## src/rtl/pipe_pkg.sv

```systemverilog
// Shared types for the elastic pipeline stage: occupancy states and the
// default-width {ctrl, pc, data} entry layout used at stage boundaries.
package pipe_pkg;

   typedef enum logic [1:0] {
      EMPTY = 2'd0,
      ONE   = 2'd1,
      TWO   = 2'd2
   } state_e;

   localparam int DEF_CTRL_W = 16;
   localparam int DEF_PC_W   = 18;
   localparam int DEF_DATA_W = 128;

   // Entry layout at the default widths; instances with other widths use
   // the same field order with their own parameters.
   typedef struct packed {
      logic [DEF_CTRL_W-1:0] ctrl;
      logic [DEF_PC_W-1:0]   pc;
      logic [DEF_DATA_W-1:0] data;
   } pipe_entry_t;

endpackage

```

## src/rtl/pipe_stage_skid.sv

```systemverilog
// Elastic pipeline-stage register with a 2-entry skid buffer, flush-to-bubble
// and a saturating counter of beats squashed by flush.
module pipe_stage_skid
   import pipe_pkg::*;
#(
   parameter int CTRL_W = 16,
   parameter int PC_W   = 18,
   parameter int DATA_W = 128,
   parameter int CNT_W  = 8
) (
   input  logic              clk,
   input  logic              rst,
   input  logic              in_valid,
   output logic              in_ready,
   input  logic [CTRL_W-1:0] in_ctrl,
   input  logic [PC_W-1:0]   in_pc,
   input  logic [DATA_W-1:0] in_data,
   input  logic              flush,
   output logic              out_valid,
   input  logic              out_ready,
   output logic [CTRL_W-1:0] out_ctrl,
   output logic [PC_W-1:0]   out_pc,
   output logic [DATA_W-1:0] out_data,
   output logic [1:0]        occupancy,
   output logic [CNT_W-1:0]  drop_cnt
);

   typedef struct packed {
      logic [CTRL_W-1:0] ctrl;
      logic [PC_W-1:0]   pc;
      logic [DATA_W-1:0] data;
   } entry_t;

   state_e            state_q, state_d;
   entry_t            head_q, head_d;
   entry_t            skid_q, skid_d;
   logic [CNT_W-1:0]  drop_cnt_q, drop_cnt_d;

   entry_t            in_entry;
   logic              push;
   logic              pop;
   logic [1:0]        drop_amt;
   logic [CNT_W+1:0]  drop_sum;

   // Ready depends only on registered state and reset, never on out_ready.
   assign in_ready  = !rst && (state_q != TWO);
   assign out_valid = (state_q != EMPTY);
   assign out_ctrl  = out_valid ? head_q.ctrl : '0;
   assign out_pc    = head_q.pc;
   assign out_data  = head_q.data;
   assign occupancy = state_q;
   assign drop_cnt  = drop_cnt_q;

   assign in_entry = '{ctrl: in_ctrl, pc: in_pc, data: in_data};
   assign push     = in_valid && in_ready;
   assign pop      = out_valid && out_ready;

   // A beat popped during flush was delivered, so it is not counted as dropped.
   assign drop_amt = occupancy - {1'b0, pop};
   assign drop_sum = {2'b00, drop_cnt_q} + {{CNT_W{1'b0}}, drop_amt};

   always_comb begin
      state_d    = state_q;
      head_d     = head_q;
      skid_d     = skid_q;
      drop_cnt_d = drop_cnt_q;

      if (flush) begin
         // Bubble keeps PC and payload; only valid and ctrl are cleared.
         state_d     = EMPTY;
         head_d.ctrl = '0;
         skid_d.ctrl = '0;
         if (drop_sum > {2'b00, {CNT_W{1'b1}}}) begin
            drop_cnt_d = '1;
         end else begin
            drop_cnt_d = drop_sum[CNT_W-1:0];
         end
      end else begin
         case (state_q)
            EMPTY: begin
               if (push) begin
                  state_d = ONE;
                  head_d  = in_entry;
               end
            end
            ONE: begin
               if (push && !pop) begin
                  state_d = TWO;
                  skid_d  = in_entry;
               end else if (pop && !push) begin
                  state_d = EMPTY;
               end else if (push && pop) begin
                  head_d = in_entry;
               end
            end
            TWO: begin
               if (pop) begin
                  state_d = ONE;
                  head_d  = skid_q;
               end
            end
            default: begin
               state_d = EMPTY;
            end
         endcase
      end
   end

   always_ff @(posedge clk) begin
      if (rst) begin
         state_q    <= EMPTY;
         head_q     <= '0;
         skid_q     <= '0;
         drop_cnt_q <= '0;
      end else begin
         state_q    <= state_d;
         head_q     <= head_d;
         skid_q     <= skid_d;
         drop_cnt_q <= drop_cnt_d;
      end
   end

endmodule
```

## config.mk

```make
export PLATFORM = sky130hd
export DESIGN_NAME = pipe_stage_skid
export DESIGN_NICKNAME = d
export VERILOG_FILES = /design/src/rtl/pipe_pkg.sv /design/src/rtl/pipe_stage_skid.sv
export SDC_FILE = /design/constraint.sdc
export NUM_CORES = 1
export LEC_CHECK = 0
export ABC_AREA = 0
export BUFFER_PORTS_ARGS = -buffer_cell sky130_fd_sc_hd__buf_4
export CORE_ASPECT_RATIO = 1.1
export CORE_MARGIN = 2
export CORE_UTILIZATION = 50
export CTS_CLUSTER_DIAMETER = 120
export DETAILED_ROUTE_END_ITERATION = 16
export GPL_TIMING_DRIVEN = 0
export PLACE_DENSITY = 0.77
export SLEW_MARGIN = 20
export SYNTH_ARGS = -nofsm -noshare
export SYNTH_HDL_FRONTEND = slang
export SYNTH_SLANG_ARGS = --single-unit
```

## constraint.sdc

```tcl
create_clock -name clk -period 4.15 [get_ports clk]
set_input_delay 0.2075 -clock clk [delete_from_list [all_inputs] [get_ports clk]]
set_output_delay 0.2075 -clock clk [all_outputs]
set_load 0.02 [all_outputs]
```

==> flow_summary.yaml <==
outcome:
  outcome: "complete, no violations"
finish:
  most-common-layout-cells: "509 x buf_4, 362 x nand2_1, 334 x dfxtp_1, 172 x nor2_1, 169 x a21oi_1"
  regArea_sq_um: 6690
  final_common_cell: "buf_4"
  layout-drive-gt1-share: 0.321
  syn2layout_area_growth_pct: 38.3
  fillers: 2137
  fin_nets: 2393
  multi_input_area_sq_um: 6670
pwr:
  ir_drop_uv: 229
  pwr_density_cell_nw_per_um2: 372
  leakage_nw: 8.04
drt:
  ant_nets: 0
  drc_errors: 0
  drt-initial-drc-count: 850
  viasPerCell: 5.23
  routed_wl_um: 44600
  first_pass_iters: 5
  via_count: 13700
  wl_per_cell_um: 17.0
grt:
  grt_pass1_wl_um: 68900
  grt_usage: 0.271
  grt_max_degree: 16
  grt_pass1_vias: 13800
  antenna_found_initial: 4
  grt-ovfl-total: 0
sta:
  finalCritPeriodShare: 0.934
  rsz0062_at_grt: "false"
  maxSlewViolCount: 0
  final.setup.worst_slack_ns: 0.276
  setup_tns_ns: 0
  tightest_slew_ns: 0.849
  maxSlewHeadroom: 0.434
  fin_crit_ns: 3.87
  setup_violations: 0
  clock_skew_ns: 0.00833
  hold_viol: 0
  max_freq_mhz: 258
die:
  die_width_um: 170
  row_count: 66
  dieArea_sq_um: 31600
  die_h_um: 186
  ios: 341
  start_util: 0.509
  core_area_sq_um: 29600
clock_tree:
  cts_made_buffers: 34
  cts.sinks: 334
  post_cts_buffers: 0
  clockBufferDepth: 3
  clkTransAtPathRegs_ns: 0.06
  clock_latency_ns: 0.51
  cts_tree: "done"
  cts-root-buf: "clkbuf_16"
  h-tree-depth: 2
run:
  maxCapViolations: 0
critical_path:
  crit_chain: "clkbuf_1 -> nor2_1 -> clkbuf_1 -> inv_1 -> nand2_1 -> inv_1 -> ha_1 -> or4b_1 -> a221oi_2 -> buf_2 -> buf_2 -> a211oi_1"
  cpPeakStageDelay_ns: 0.55
  arrival_ns: 4.23
  path_max_fanout: 10
  endpoint_kind: "register"
  cpMaxStageDelayCell: "or4b_1"
  start_kind: "register"
  worstPathRequired_ns: 4.51
  criticalPathCategory: "register to register"
worst_hold_path:
  worstHoldPathType: "primary input to register"
logic_synthesis:
  synth_fp_nets: 1858
  syn_area_per_cell_sq_um: 8.96
  synth_cell_types: 32
  synth_cells: 1684
  netlist_area_sq_um: 15100
  ys_ff_latch: 334
  ys_seq_area_frac: 0.443
  yosysWarningCount: 0
place:
  gp_congestion: 0.826
  dp_hpwl_um: 30400
  pre_cts_slack_ns: 0.237
  port_buffers: 338
critical path, delay by kind of cell, from the launching register on:
kind / cells / cell delay (ns)
fa+ha+maj: 1 / 0.19
compound gates: 2 / 0.48
simple gates: 3 / 1.17
buf+inv: 6 / 1.57
flops: 1 / 0.32
per-layer routing:
| metal | wire, um | track usage | vias up |
|---|---|---|---|
| met1 | 17800 | 0.313 | 6426 |
| met4 | 1940 | 0.120 | 4 |
| li1 | - | - | 6615 |
| met5 | 27 | 0 | - |
| met3 | 2930 | 0.0542 | 130 |
| met2 | 22000 | 0.486 | 518 |
where the power goes:
part | leakage, nW | switching, mW | internal [mW]
clock | 0.567 | 1.28 | 1.91
combinational | 4.76 | 0.597 | 0.589
sequential | 2.71 | 0.0635 | 3.32
synthesized netlist by cell type (all sizes together):
| master | number | area [sq um] |
|---|---|---|
| ha | 6 | 75.1 |
| a211oi | 147 | 1800 |
| xor2 | 1 | 8.76 |
| or4b | 1 | 10.0 |
| buf | 185 | 1350 |
| a311oi | 18 | 158 |
| mux2i | 146 | 1460 |
| nor2 | 172 | 646 |
| and4b | 2 | 20.0 |
| nand3b | 2 | 15.0 |
| nand3 | 1 | 5.00 |
| a21oi | 169 | 846 |
| a221oi | 2 | 23.8 |
| or3b | 1 | 8.76 |
| clkbuf | 91 | 342 |
| or2 | 2 | 12.5 |
| and3 | 2 | 12.5 |
| a22oi | 1 | 7.51 |
| nor2b | 18 | 113 |
| nor3 | 5 | 25.0 |
| nor4bb | 1 | 10.0 |
| inv | 10 | 37.5 |
| xnor2 | 2 | 17.5 |
| dfxtp | 334 | 6690 |
| nand2 | 362 | 1360 |
| fa | 1 | 20.0 |
| o22a | 1 | 8.76 |
| nand2b | 1 | 6.26 |
path summary, 6_finish.rpt:
check	startpoint	end	slack [ns]	depth (start not counted)
worst max register to register	occupancy[0]	out_data[89]	0.28	12
worst min register to register	skid_q[53]	skid_q[53]	0.45	2
worst max-delay path	occupancy[0]	out_data[89]	0.28	12
worst min-delay path	out_ready	occupancy[1]	0.02	3
layout make-up:
type,instances,share of cell area
Multi-Input combinational cell,1064,0.320
Clock inverter,14,0.0101
Antenna cell,3,0.000360
Inverter,10,0.00180
Buffer,276,0.0813
Clock buffer,43,0.0449
Timing Repair Buffer,499,0.199
Tap cell,374,0.0224
Sequential cell,334,0.320
timing repair:
action                                  in CTS  in global routing
hold endpoints to repair                   175                  1
endpoints found under the setup margin       0                103
gates resized for setup                      0                  5
hold buffers                               160                  1
sequential cells by signal, indices dropped and copies added, names as in the netlist:
signal,flops
drop_cnt,8
head_q,16
occupancy,2
out_data,128
out_pc,18
skid_q,162
stage by stage:
stage	hold slack (ns)	util	power, mW	cells	cell area (sq um)
floorplan	0.343	-	4.07	1684	15100
global placement	0.441	0.610	4.47	2396	18100
detailed placement	0.446	0.610	4.49	2396	18100
CTS	0.000677	0.703	7.77	2613	20800
global route	0.0306	0.704	8.00	2616	20900
finish	0.0214	0.704	7.76	2617	20900
cell families after synthesis:
family,count (synthesis),share of synthesized area
DFF,334,0.443
buffers and inverters,286,0.115
and+or+nand+nor,570,0.149
adders and majority gates,7,0.00630
xor gates and xnor gates,3,0.00174
AOI/OAI and AO/OA,338,0.189
muxes,146,0.0968
Power figures use the tool's default switching activity.
